$ cat src/rtl/fifo_rd_packer.sv
// fifo_rd_packer
//   Drains a synchronous FIFO (registered read data, valid the cycle after an
//   accepted read) and packs `pack` consecutive words into one wide beat on a
//   valid/ready stream. A flush request closes a partially filled beat early.
//
// Ports:
//   clk           clock, rising edge
//   n_rst         asynchronous active-low reset
//   fifo_empty    FIFO isEmpty
//   fifo_rd_en    FIFO r_en
//   fifo_rd_data  FIFO r_data, valid the cycle after an accepted read
//   m_valid       output beat valid
//   m_ready       consumer accepts the beat
//   m_data        packed beat, oldest word in lane 0 (bits [d_width-1:0])
//   m_cnt         number of valid lanes in the beat (1..pack)
//   m_last        beat was closed by a flush
//   flush         single-cycle flush request
//   flush_busy    a flush is pending
//   beat_count    beats delivered, wraps modulo 2^16

module fifo_rd_packer #(
    parameter int d_width = 8,
    parameter int pack    = 4,
    parameter int cw      = $clog2(pack) + 1
) (
    input  logic                      clk,
    input  logic                      n_rst,
    input  logic                      fifo_empty,
    output logic                      fifo_rd_en,
    input  logic [d_width-1:0]        fifo_rd_data,
    output logic                      m_valid,
    input  logic                      m_ready,
    output logic [d_width*pack-1:0]   m_data,
    output logic [cw-1:0]             m_cnt,
    output logic                      m_last,
    input  logic                      flush,
    output logic                      flush_busy,
    output logic [15:0]               beat_count
);

    localparam logic [cw-1:0] pack_c = cw'(pack);
    localparam logic [cw:0]   pack_s = (cw+1)'(pack);

    logic [d_width-1:0]      acc_reg [pack];
    logic [cw-1:0]           acc_cnt_reg;
    logic                    inflight_reg;
    logic                    flush_pend_reg;
    logic                    m_valid_reg;
    logic [d_width*pack-1:0] m_data_reg;
    logic [cw-1:0]           m_cnt_reg;
    logic                    m_last_reg;
    logic [15:0]             beat_count_reg;

    logic                    out_free;
    logic [cw:0]             fill_sum;
    logic                    acc_full;
    logic                    load_full;
    logic                    load_flush;
    logic                    flush_drop;
    logic                    load_beat;
    logic [d_width*pack-1:0] beat_next;

    // Lanes already in the accumulator plus the word landing this cycle.
    assign out_free   = !m_valid_reg || m_ready;
    assign fill_sum   = {1'b0, acc_cnt_reg} + {{cw{1'b0}}, inflight_reg};
    assign acc_full   = (fill_sum == pack_s);
    assign load_full  = acc_full && out_free;
    // A flush only closes the beat once nothing is in flight; a full
    // accumulator is handled by load_full instead (it also carries m_last).
    assign load_flush = flush_pend_reg && !inflight_reg && (acc_cnt_reg != '0)
                        && out_free && !acc_full;
    assign flush_drop = flush_pend_reg && !inflight_reg && (acc_cnt_reg == '0);
    assign load_beat  = load_full || load_flush;

    // The second term keeps one word per clock: the landing word completes
    // the beat, the beat leaves now, and the new read lands in lane 0.
    assign fifo_rd_en = n_rst && !fifo_empty && !flush_pend_reg &&
                        ((fill_sum < pack_s) || (acc_full && inflight_reg && out_free));

    // Beat assembly: captured lanes, then the landing word, zeros above.
    genvar gi;
    generate
        for (gi = 0; gi < pack; gi++) begin : g_lane
            assign beat_next[gi*d_width +: d_width] =
                (cw'(gi) < acc_cnt_reg)                  ? acc_reg[gi]  :
                (inflight_reg && cw'(gi) == acc_cnt_reg) ? fifo_rd_data :
                                                           '0;
        end
    endgenerate

    // Accumulator lanes: a landing word is stored unless it leaves directly
    // inside a beat this cycle.
    always_ff @(posedge clk or negedge n_rst) begin
        if (!n_rst) begin
            for (int i = 0; i < pack; i++) acc_reg[i] <= '0;
        end else if (inflight_reg && !load_full) begin
            for (int i = 0; i < pack; i++) begin
                if (acc_cnt_reg == cw'(i)) acc_reg[i] <= fifo_rd_data;
            end
        end
    end

    always_ff @(posedge clk or negedge n_rst) begin
        if (!n_rst) begin
            acc_cnt_reg    <= '0;
            inflight_reg   <= 1'b0;
            flush_pend_reg <= 1'b0;
            m_valid_reg    <= 1'b0;
            m_data_reg     <= '0;
            m_cnt_reg      <= '0;
            m_last_reg     <= 1'b0;
            beat_count_reg <= '0;
        end else begin
            inflight_reg <= fifo_rd_en;

            // A new flush is only taken when none is pending.
            if (flush_pend_reg) begin
                if (load_beat || flush_drop) flush_pend_reg <= 1'b0;
            end else if (flush) begin
                flush_pend_reg <= 1'b1;
            end

            if (load_beat) begin
                acc_cnt_reg <= '0;
            end else if (inflight_reg) begin
                acc_cnt_reg <= acc_cnt_reg + cw'(1);
            end

            if (load_beat) begin
                m_valid_reg <= 1'b1;
                m_data_reg  <= beat_next;
                m_cnt_reg   <= load_full ? pack_c : acc_cnt_reg;
                m_last_reg  <= flush_pend_reg;
            end else if (m_ready) begin
                m_valid_reg <= 1'b0;
            end

            if (m_valid_reg && m_ready) beat_count_reg <= beat_count_reg + 16'd1;
        end
    end

    assign m_valid    = m_valid_reg;
    assign m_data     = m_data_reg;
    assign m_cnt      = m_cnt_reg;
    assign m_last     = m_last_reg;
    assign flush_busy = flush_pend_reg;
    assign beat_count = beat_count_reg;

endmodule

$ cat config.mk
export PLATFORM = sky130hd
export DESIGN_NAME = fifo_rd_packer
export DESIGN_NICKNAME = d
export VERILOG_FILES = /design/src/rtl/fifo_rd_packer.sv
export SDC_FILE = /design/constraint.sdc
export NUM_CORES = 1
export LEC_CHECK = 0
export ABC_CLOCK_PERIOD_IN_PS = 2600
export BUFFER_PORTS_ARGS = -buffer_cell sky130_fd_sc_hd__buf_4
export CORE_MARGIN = 8
export CORE_UTILIZATION = 57
export DETAILED_ROUTE_END_ITERATION = 16
export PLACE_DENSITY = 0.8
export SLEW_MARGIN = 20
export SYNTH_ARGS = -nofsm -noshare
export SYNTH_HDL_FRONTEND = slang
export SYNTH_SLANG_ARGS = --single-unit
export TNS_END_PERCENT = 10
$ cat constraint.sdc
create_clock -name clk -period 2.6 [get_ports clk]
set_input_delay 0 -clock clk [delete_from_list [all_inputs] [get_ports clk]]
set_output_delay 0 -clock clk [all_outputs]
set_load 0.02 [all_outputs]
==> metrics.md <==
| Metric | Value |
|---|---|
| Status | `finished, final reports clean` |
| CTS Hold Buffers Added | `10` |
| Post-CTS sizing | `0` |
| Wirelength, routed | `9.55 mm` |
| Crit path max-delay family | `adder cells` |
| Starting Density | `0.576` |
| CP Launch Type | `flop` |
| Placed instance area | `4950 um^2` |
| Clock Sinks | `90` |
| Final instance area | `5270 um^2` |
| GP Congestion | `0.813` |
| Worst-Margin Slew | `0.638 ns` |
| Largest net degree at the start of global routing | `40` |
| Final Hold Vio Count | `0` |
| Detail Placement HPWL | `6.49 mm` |
| Clk buf depth | `2` |
| Die height | `103 um` |
| Final std cells w/o fill | `521` |
| Slew HR | `0.575` |
| Number of global-route vias before repair | `3,042` |
| CTS buffer count | `9` |
| DRT Pass-1 Iters | `4` |
| Post-synth cell types | `38` |
| CTS clk-pin slew, worst paths | `0.08 ns` |
| Max stage delay on crit path | `0.49 ns` |
| Seq/Total Area, Yosys | `0.517` |
| Setup bufs post-CTS | `0` |
| Arr. time, crit path | `2.71 ns` |
| Gr ovfl total | `0` |
| First-pass GRT wire length | `15.7 mm` |
| Vias | `2,974` |
| Multi-input logic area | `1950 um^2` |
| Final WS setup | `0.123 ns` |
| Max cap viols | `0` |
| LEAKAGE | `2.49 nW` |
| Die X | `103 um` |
| Fmax | `0.404 GHz` |
| Mapped Area | `4360 um^2` |
| H-tree levels | `3` |
| Peak supply drop | `541 uV` |
| Mapped Nets | `355` |
| Final worst path period share | `0.953` |
| Most common cell after layout, fill and taps aside | `dfrtp_1` |
| Port buffer count | `67` |
| Ys Warns | `0` |
| RSZ-0062 raised after global routing | `false` |
| Pwr Total | `6.21 mW` |
| Core area | `7570 um^2` |
| Placed Cells | `494` |
| Pre-CTS setup slack | `0.151 ns` |
| Antenna Cells | `0` |
| Via density | `5.71` |
| Std cell rows | `32` |
| Routed Antenna Nets | `0` |
| Setup violators final | `0` |
| Register area | `2250 um^2` |
| Average cell area after synthesis | `13.0 um^2` |
| Crit path time final | `2.48 ns` |
| I/O pin count | `68` |
| Clock Skew | `0.00876 ns` |
| Critical Path Sink Type | `flop` |
| Area Growth Syn to Fin | `21.0%` |
| Clock latency at the later pin of the worst-skew pair | `0.35 ns` |
| Crit path buf inv count | `0` |
| Initial DRC count | `165` |
| Hold Path Class | `in -> reg` |
| CP max stage cell | `o2111ai_2` |
| #FFs+latches synth | `90` |
| Critical setup path kind | `reg -> reg` |
| Slew Limit Fails | `0` |
| Most used cell, CP | `ha_1` |
| NumNets Final | `433` |
| Syn Inst Count | `336` |
| CTS tree | `built` |
| Drc violations | `0` |
| Fraction of layout instances using a drive strength above 1 | `0.401` |
| Area of the die | `10,700 um^2` |
| Root buffer cell | `clkbuf_8` |
| Final setup TNS | `0 ns` |
| Initial antenna violation count | `0` |
| Number of fill cells in the layout | `546` |
| Critical Path Fanout Max | `8` |
| Most frequent cells in the layout | `90 x dfrtp_1, 76 x buf_4, 33 x mux2_4, 33 x mux2_2, 18 x o21ai_0` |
| WP data required | `2.83 ns` |
| Tot GR Track Use | `0.192` |
| Pwr/cell area | `1180 nW/um^2` |
| Sequence of cells on the critical path | `ha_1, ha_1, nor2_1, nand2_1, o2111ai_2, mux2_2` |
| Wire per inst | `18.3 um` |
## final timing paths
path	from	to	slack, ns	depth (start not counted)
min in group asynchronous	n_rst	beat_count[6]	0.09	2
max in group asynchronous	n_rst	acc_reg[25]	1.66	3
worst max register to register	acc_cnt_reg[0]	acc_reg[11]	0.12	6
worst max-delay path	acc_cnt_reg[0]	acc_reg[11]	0.12	6
worst min-delay path	fifo_empty	inflight_reg	0.04	5
worst min register to register	beat_count[15]	beat_count[15]	0.48	1
## Yosys cell counts, drive strengths merged
library cell	count	share of area
xor2	4	0.0080
nand2b	3	0.0060
nand3	17	0.020
o31a	1	0.0020
o22ai	1	0.0014
ha	6	0.017
mux2i	2	0.0046
and3	8	0.011
clkbuf	7	0.0060
o2111ai	2	0.0069
mux2	66	0.20
nand4	11	0.016
a22o	8	0.016
inv	6	0.0052
nor2b	1	0.0014
o21a	2	0.0034
or2	1	0.0014
nor2	7	0.0060
o31ai	8	0.014
buf	14	0.024
nand2	17	0.015
a31oi	1	0.0014
xnor2	13	0.026
a32o	11	0.025
dfrtp	90	0.52
o21ai	19	0.024
a21oi	5	0.0066
and4	2	0.0040
nor4	3	0.011
## power by group
group,total (mW),switching (mW),leakage (nW),internal [mW]
registers,2.30,0.372,1.17,1.93
clock network,1.01,0.486,0.106,0.526
logic,2.90,1.49,1.22,1.41
total,6.21,2.35,2.49,3.87
## kinds of logic (layout without fill, tap and decap cells)
family / Yosys count / after routing / share of synthesized area
adders and majority gates: 6 / 6 / 0.0172
DFF: 90 / 90 / 0.517
xor gates and xnor gates: 17 / 17 / 0.0342
AOI/OAI and AO/OA: 58 / 58 / 0.101
buffers and inverters: 27 / 110 / 0.0350
and+or+nand+nor: 70 / 70 / 0.0916
muxes: 68 / 68 / 0.204
## worst min-delay path: cells and delay by family
family,cells,cell delay [ns]
compound gates,2,0.17
simple gates,2,0.09
buf+inv,1,0.08
## per-layer routing
layer  share of wire  track usage  routed length, um
met5               0            0                  0
met4           0.012       0.0556                116
met3           0.062       0.0495                592
met2            0.49        0.311               4660
met1            0.44        0.248               4190
## layout make-up
class,count,share of cell area
sequential,90,0.427
multi-input combinational,219,0.371
timing repair buffer,88,0.133
clock buffer,13,0.0320
tap,102,0.0242
clock inverter,3,0.00878
inverter,6,0.00427
## metrics by stage
stage          utilization  hold slack (ns)
2_1_floorplan            -           -0.296
3_3_place_gp         0.654          -0.0699
3_5_place_dp         0.654          -0.0658
4_1_cts              0.695          0.00233
5_1_grt              0.697           0.0397
6_report             0.697           0.0417
(Power assumes the default switching activity.)
